<file path="src/rtl/trigger_ctrl.sv">
// -----------------------------------------------------------------------------
// trigger_ctrl
//   Turns a raw push-button pin into a clean, fixed-length `trigger` level that
//   is hard-wired into register x5, so software sees x5 = 1 once per press.
//   The button is synchronised, the press is debounced, trigger is held for
//   HOLD_CYCLES, and the block re-arms only after a debounced release.
//
// Ports
//   clk          system clock, rising edge
//   rst_n        synchronous active-low reset
//   btn_in       raw asynchronous button level, 1 = pressed
//   trigger      high only while the state is ACTIVE
//   armed        high while the state is IDLE (ready for a new press)
//   press_count  accepted presses, wraps modulo 256
// -----------------------------------------------------------------------------
module trigger_ctrl #(
  parameter int DB_CYCLES   = 16,
  parameter int HOLD_CYCLES = 64,
  parameter int CNT_WIDTH   = 8
) (
  input  logic       clk,
  input  logic       rst_n,
  input  logic       btn_in,
  output logic       trigger,
  output logic       armed,
  output logic [7:0] press_count
);

  typedef enum logic [2:0] {
    IDLE,
    DB_PRESS,
    ACTIVE,
    WAIT_REL,
    DB_REL
  } state_e;

  localparam logic [CNT_WIDTH-1:0] DB_LAST   = CNT_WIDTH'(DB_CYCLES - 1);
  localparam logic [CNT_WIDTH-1:0] HOLD_LAST = CNT_WIDTH'(HOLD_CYCLES - 1);

  logic                 sync1_q, sync1_d;
  logic                 sync2_q, sync2_d;
  state_e               state_q, state_d;
  logic [CNT_WIDTH-1:0] cnt_q, cnt_d;
  logic [7:0]           press_count_q, press_count_d;

  logic btn_s;
  assign btn_s = sync2_q;

  always_comb begin
    // NOTE: every signal gets a default before the case so no path leaves it
    // unassigned; otherwise synthesis infers a latch.
    sync1_d       = btn_in;
    sync2_d       = sync1_q;
    state_d       = state_q;
    cnt_d         = cnt_q;
    press_count_d = press_count_q;

    unique case (state_q)
      IDLE: begin
        if (btn_s) begin
          state_d = DB_PRESS;
          cnt_d   = '0;
        end
      end

      DB_PRESS: begin
        if (!btn_s) begin
          state_d = IDLE;         // bounce rejected
          cnt_d   = '0;
        end else if (cnt_q == DB_LAST) begin
          state_d       = ACTIVE;
          cnt_d         = '0;
          press_count_d = press_count_q + 8'd1;
        end else begin
          cnt_d = cnt_q + 1'b1;
        end
      end

      // Button is deliberately ignored here so the pulse always runs its full
      // length regardless of release or bounce.
      ACTIVE: begin
        if (cnt_q == HOLD_LAST) begin
          state_d = WAIT_REL;
          cnt_d   = '0;
        end else begin
          cnt_d = cnt_q + 1'b1;
        end
      end

      WAIT_REL: begin
        if (!btn_s) begin
          state_d = DB_REL;
          cnt_d   = '0;
        end
      end

      DB_REL: begin
        if (btn_s) begin
          state_d = WAIT_REL;
          cnt_d   = '0;
        end else if (cnt_q == DB_LAST) begin
          state_d = IDLE;
          cnt_d   = '0;
        end else begin
          cnt_d = cnt_q + 1'b1;
        end
      end

      default: begin
        state_d = IDLE;
        cnt_d   = '0;
      end
    endcase
  end

  // NOTE: sequential state uses non-blocking assignments so every flop samples
  // the pre-edge values, regardless of statement order.
  always_ff @(posedge clk) begin
    if (!rst_n) begin
      // NOTE: reset is synchronous; rst_n is only seen at a rising clk edge.
      sync1_q       <= 1'b0;
      sync2_q       <= 1'b0;
      state_q       <= IDLE;
      cnt_q         <= '0;
      press_count_q <= 8'd0;
    end else begin
      sync1_q       <= sync1_d;
      sync2_q       <= sync2_d;
      state_q       <= state_d;
      cnt_q         <= cnt_d;
      press_count_q <= press_count_d;
    end
  end

  // Pure decodes of registered state: glitch-free, change only after edges.
  assign trigger     = (state_q == ACTIVE);
  assign armed       = (state_q == IDLE);
  assign press_count = press_count_q;

endmodule

</file>
<file path="config.mk">
export PLATFORM = sky130hd
export DESIGN_NAME = trigger_ctrl
export DESIGN_NICKNAME = d
export VERILOG_FILES = /design/src/rtl/trigger_ctrl.sv
export SDC_FILE = /design/constraint.sdc
export NUM_CORES = 1
export LEC_CHECK = 0
export CAP_MARGIN = 5
export CORE_MARGIN = 8
export CORE_UTILIZATION = 50
export CTS_CLUSTER_DIAMETER = 120
export DETAILED_ROUTE_END_ITERATION = 16
export PLACE_DENSITY_LB_ADDON = 0.15
export RECOVER_POWER = 50
export REMOVE_ABC_BUFFERS = 1
export SYNTH_ARGS = -nofsm -noshare
export SYNTH_HDL_FRONTEND = slang
export SYNTH_SLANG_ARGS = --single-unit
</file>
<file path="constraint.sdc">
create_clock -name clk -period 5 [get_ports clk]
set_clock_uncertainty 0.1 [all_clocks]
set_input_delay 1 -clock clk [delete_from_list [all_inputs] [get_ports clk]]
set_output_delay 1 -clock clk [all_outputs]
set_load 0.005 [all_outputs]
</file>
## After elaboration in Yosys (flattened, before gate mapping)

Cells that the tools add are included.

- Muxes and demuxes: 15
- Eq/ne operators: 11
- Reduce and logical (&&, ||, !) cells: 4
- Add/subtract/negate cells: 2

Operators with widths:

| operator | count |
|---|---|
| 8-bit 2-to-1 mux | 6 |
| 8-bit one-hot mux with 5 select lines | 1 |
| 3-bit 2-to-1 mux | 7 |
| 8-bit by 1-bit adder with 8-bit output (second input constant) | 2 |
| 3-bit one-hot mux with 5 select lines | 1 |
| 8-bit by 4-bit == test with 1-bit output (second input constant) | 1 |
| 8-bit by 6-bit == test with 1-bit output (second input constant) | 1 |
| 3-bit by 2-bit == test with 1-bit output (second input constant) | 2 |
| 3-bit inequality test (second input constant) | 2 |
| 5-bit AND reduction | 1 |
| 2-bit by 1-bit inequality test with 1-bit output (second input constant) | 2 |
| 3-bit by 1-bit == test with 1-bit output (second input constant) | 1 |
| 3-bit == test (second input constant) | 1 |
| 3-bit logical NOT | 1 |
| 3-bit AND reduction | 1 |
| 2-bit inequality test (second input constant) | 1 |
| 2-bit AND reduction | 1 |

- Word-level logic and storage cells: 37
- Output and inout port bits: 10
- Bits of input ports: 3
- Bits in registers: 21

## Depth between registers and ports, before layout

- Depth after elaboration: 4
- Mapped depth: 6
- Depth with buffers taken out: 6

## Least setup slack after synthesis

OpenSTA, ideal clock, no wires.

- Path kind: register -> output
- Start: register state_q[1]
- End: output port trigger
- Data arrival time: 836 ps
- Path buffers: 1
- Data required time: 3900 ps
- Setup slack: 3064 ps
- Stages on the path, launching flop included: 3
- Cells stage by stage: dfxtp_1 buf_2 nor3b_1

- Word-level cells in the longest chain between the ends: 1

RTL lines:

| element | line | text |
|---|---|---|
| start: declaration | 42 | `state_e state_q, state_d;` |
| start signal: assignment | 129 | `state_q <= state_d;` |
| 3-bit by 2-bit == test with 1-bit output | 136 | `assign trigger = (state_q == ACTIVE);` |
| end: declaration | 24 | `output logic trigger,` |

Every way passes these cells.

## Worst setup path in the final report

Same ends and word-level chain as after synthesis.

==> load_flow_metrics.sql <==
INSERT INTO impl_metrics (metric_group, metric, value, unit) VALUES
('timing', 'max_freq', '343', 'MHz'),
('synth', 'async_reset_ff_frac', '0', ''),
('timing', 'final.setup.worst_slack', '2.09', 'ns'),
('worst_setup_path', 'crit_path_start_kind', 'flop', ''),
('final_layout', 'num-nets-final', '146', ''),
('power_and_ir_drop', 'static_power_due_to_leakage', '0.000477', 'µW'),
('worst_setup_path', 'timing.critical_path.required', '3.90', 'ns'),
('timing', 'finalHoldViolations', '0', ''),
('clock_tree', 'clock_tree.root_cell', 'sky130_fd_sc_hd__clkbuf_4', ''),
('worst_setup_path', 'critical_path_peak_fanout', '11', ''),
('final_layout', 'finalNonFillerCells', '168', ''),
('worst_setup_path', 'critical_path_arrival', '1.81', 'ns'),
('global_routing', 'met3_resource_use_gr', '0.0194', ''),
('clock_tree', 'numClockSinks', '21', ''),
('timing', 'fin_crit_sh', '0.582', ''),
('die', 'pin_count', '13', ''),
('global_routing', 'grt_pass1_wl', '3.72', 'mm'),
('synth', 'yosys.cell_types.count', '41', ''),
('worst_setup_path', 'reg2reg_setup_slack', '2.40', 'ns'),
('final_layout', 'antennaDiodeCount', '0', ''),
('worst_setup_path', 'criticalPathCategory', 'reg -> out', ''),
('synth', 'seq_area_frac_synth', '0.375', ''),
('drt', 'drt_iter0_markers', '23', ''),
('job', 'max-cap-violations', '0', ''),
('synth', 'synth_flop_cell', 'sky130_fd_sc_hd__dfxtp_1', ''),
('drt', 'route.detailed.drc', '0', ''),
('synth', 'count_of_state_elements_after_synthesis', '21', ''),
('clock_tree', 'number_of_cts_inserted_buffers', '3', ''),
('timing', 'layout_min_cycle_time', '2.91', 'ns'),
('clock_tree', 'clkSlewWorstSetupHoldPaths', '0.12', 'ns'),
('placed_design', 'dpl.hpwl', '1.52', 'mm'),
('synth', 'synthesized_area_per_cell', '8.68', 'µm²'),
('global_routing', 'gr-usage-met1', '0.129', ''),
('final_layout', 'share_of_cells_above_drive_strength_1', '0.0714', ''),
('clock_tree', 'cts_max_level', '1', ''),
('drt', 'antenna_violating_nets_post_route', '0', ''),
('worst_setup_path', 'r2r-end', 'press_count[7]', ''),
('clock_tree', 'clock_insertion_delay_at_the_later_pin_of_the_skew_report', '0.30', 'ns'),
('global_routing', 'grt_max_degree', '22', ''),
('worst_setup_path', 'reg2reg_from', 'cnt_q[0]', ''),
('run_status', 'run_status', 'finished, final reports clean', ''),
('worst_setup_path', 'setup.worst_path.start', 'state_q[1]', ''),
('timing', 'finalSetupViolations', '0', ''),
('placed_design', 'place.detailed.instances', '164', ''),
('drt', 'drt-wirelength-per-cell', '12.5', 'µm'),
('timing', 'slew-limit-headroom', '0.269', ''),
('power_and_ir_drop', 'power.density', '246', 'nW/µm²'),
('clock_tree', 'cts_hold_fix_bufs', '0', ''),
('global_routing', 'grt_overflow_total', '0', ''),
('global_routing', 'top_usage_layer', 'met2', ''),
('die', 'fp.dieW', '63.3', 'µm'),
('die', 'initial_core_util', '0.516', ''),
('timing', 'grt_setup_unrepaired', 'false', ''),
('placed_design', 'globalplace.congestion', '0.801', ''),
('drt', 'routed-via-count', '910', ''),
('worst_setup_path', 'cp-endpoint', 'trigger', ''),
('timing', 'final-max-slew-violation-count', '0', ''),
('die', 'rows', '17', ''),
('final_layout', 'most_common_cell_after_layout_fill_and_taps_aside', 'sky130_fd_sc_hd__dfxtp_1', ''),
('synth', 'synth_area', '1120', 'µm²'),
('clock_tree', 'cts.path.max_buffers', '2', ''),
('placed_design', 'number_of_input_and_output_port_buffers_inserted', '12', ''),
('drt', 'wirelength', '2.11', 'mm'),
('drt', 'drt_pass1_iterations', '4', ''),
('drt', 'via_per_inst', '5.42', ''),
('hold_path', 'timing.hold.worst.class', 'reg -> reg', ''),
('die', 'fp.coreArea', '2170', 'µm²'),
('final_layout', 'synth_to_final_area_change', '12.5', '%'),
('clock_tree', 'cts_tree', 'yes', ''),
('global_routing', 'grt_pass1_vias', '862', ''),
('synth', 'synth.yosys.warnings', '0', '');
## worst min-delay path by stage
stage | start | to | slack, ns | cells past startpoint
2_1_floorplan | sync1_q | btn_s | 0.31 | 1
3_3_place_gp | sync1_q | btn_s | 0.33 | 1
3_5_place_dp | sync1_q | btn_s | 0.33 | 1
4_1_cts | sync1_q | btn_s | 0.35 | 1
5_1_grt | sync1_q | btn_s | 0.37 | 1
6_report | sync1_q | btn_s | 0.34 | 1
## registers in the layout, summed over array words and instances, names as in the netlist
name         flops
cnt_q            8
press_count      8
state_q          3
btn_s            1
sync1_q          1
## worst max-delay path, stage by stage (launching register included)
cell and delay (ns):
sky130_fd_sc_hd__dfxtp_1 0.51, sky130_fd_sc_hd__nor3b_1 0.42, sky130_fd_sc_hd__clkdlybuf4s50_1 0.58
## synthesized netlist by cell type (2+ instances only)
cell                       count  area share
sky130_fd_sc_hd__ha_1          2       0.022
sky130_fd_sc_hd__and2_1        4       0.022
sky130_fd_sc_hd__a21oi_1       5       0.022
sky130_fd_sc_hd__and3_1        3       0.017
sky130_fd_sc_hd__a21boi_0      2       0.013
sky130_fd_sc_hd__inv_1         2      0.0067
sky130_fd_sc_hd__nor2_1       12       0.040
sky130_fd_sc_hd__xnor2_1       5       0.039
sky130_fd_sc_hd__a32oi_1       2       0.016
sky130_fd_sc_hd__nand2_1      15       0.050
sky130_fd_sc_hd__dfxtp_1      21        0.38
sky130_fd_sc_hd__nand4_1       7       0.039
sky130_fd_sc_hd__buf_2         4       0.018
sky130_fd_sc_hd__mux2i_1       4       0.036
sky130_fd_sc_hd__o21ai_0       5       0.022
sky130_fd_sc_hd__xor2_1        4       0.031
sky130_fd_sc_hd__nand2b_1      3       0.017
sky130_fd_sc_hd__nor3b_1       2       0.013
sky130_fd_sc_hd__nor2b_1       2       0.011
sky130_fd_sc_hd__nand3_1       4       0.018
## power by group
part / switching [µW] / leakage (µW) / total (µW) / internal (µW)
Sequential: 10.5 / 0.000170 / 183 / 173
Combinational: 23.4 / 0.000289 / 44.5 / 21.1
Clock: 52.6 / 0.0000177 / 82.4 / 29.8
Total: 86.5 / 0.000477 / 310 / 223
## through the flow
stage / instance area [µm²] / power (µW)
floorplan: 1100 / 217
global placement: 1250 / 231
detailed placement: 1250 / 232
CTS: 1280 / 315
global route: 1260 / 329
finish: 1260 / 310
## routing by layer
metal,vias to the layer above,share of wire
li1,481,-
met1,416,0.49
met2,11,0.47
met3,2,0.028
met4,0,0.0081
met5,-,0
## logic make-up (layout without fill, tap and decap cells)
logic type      after synthesis  in the layout  share of synthesized area
compound gates               22             22                      0.128
buf+inv                       7             18                     0.0279
fa+ha+maj                     2              2                     0.0223
simple gates                 64             64                      0.340
flops                        21             21                      0.375
xor+xnor                      9              9                     0.0704
mux                           4              4                     0.0358
## cell type report
cell class	instances	area [µm²]
fillers	207	910
inverters	2	7.51
flip-flops and latches	21	420
repair buffers	12	120
multi-input cells	101	649
clock buffers	3	22.5
well taps	28	35.0
clock inverters	1	5.00
(Power assumes the default switching activity.)
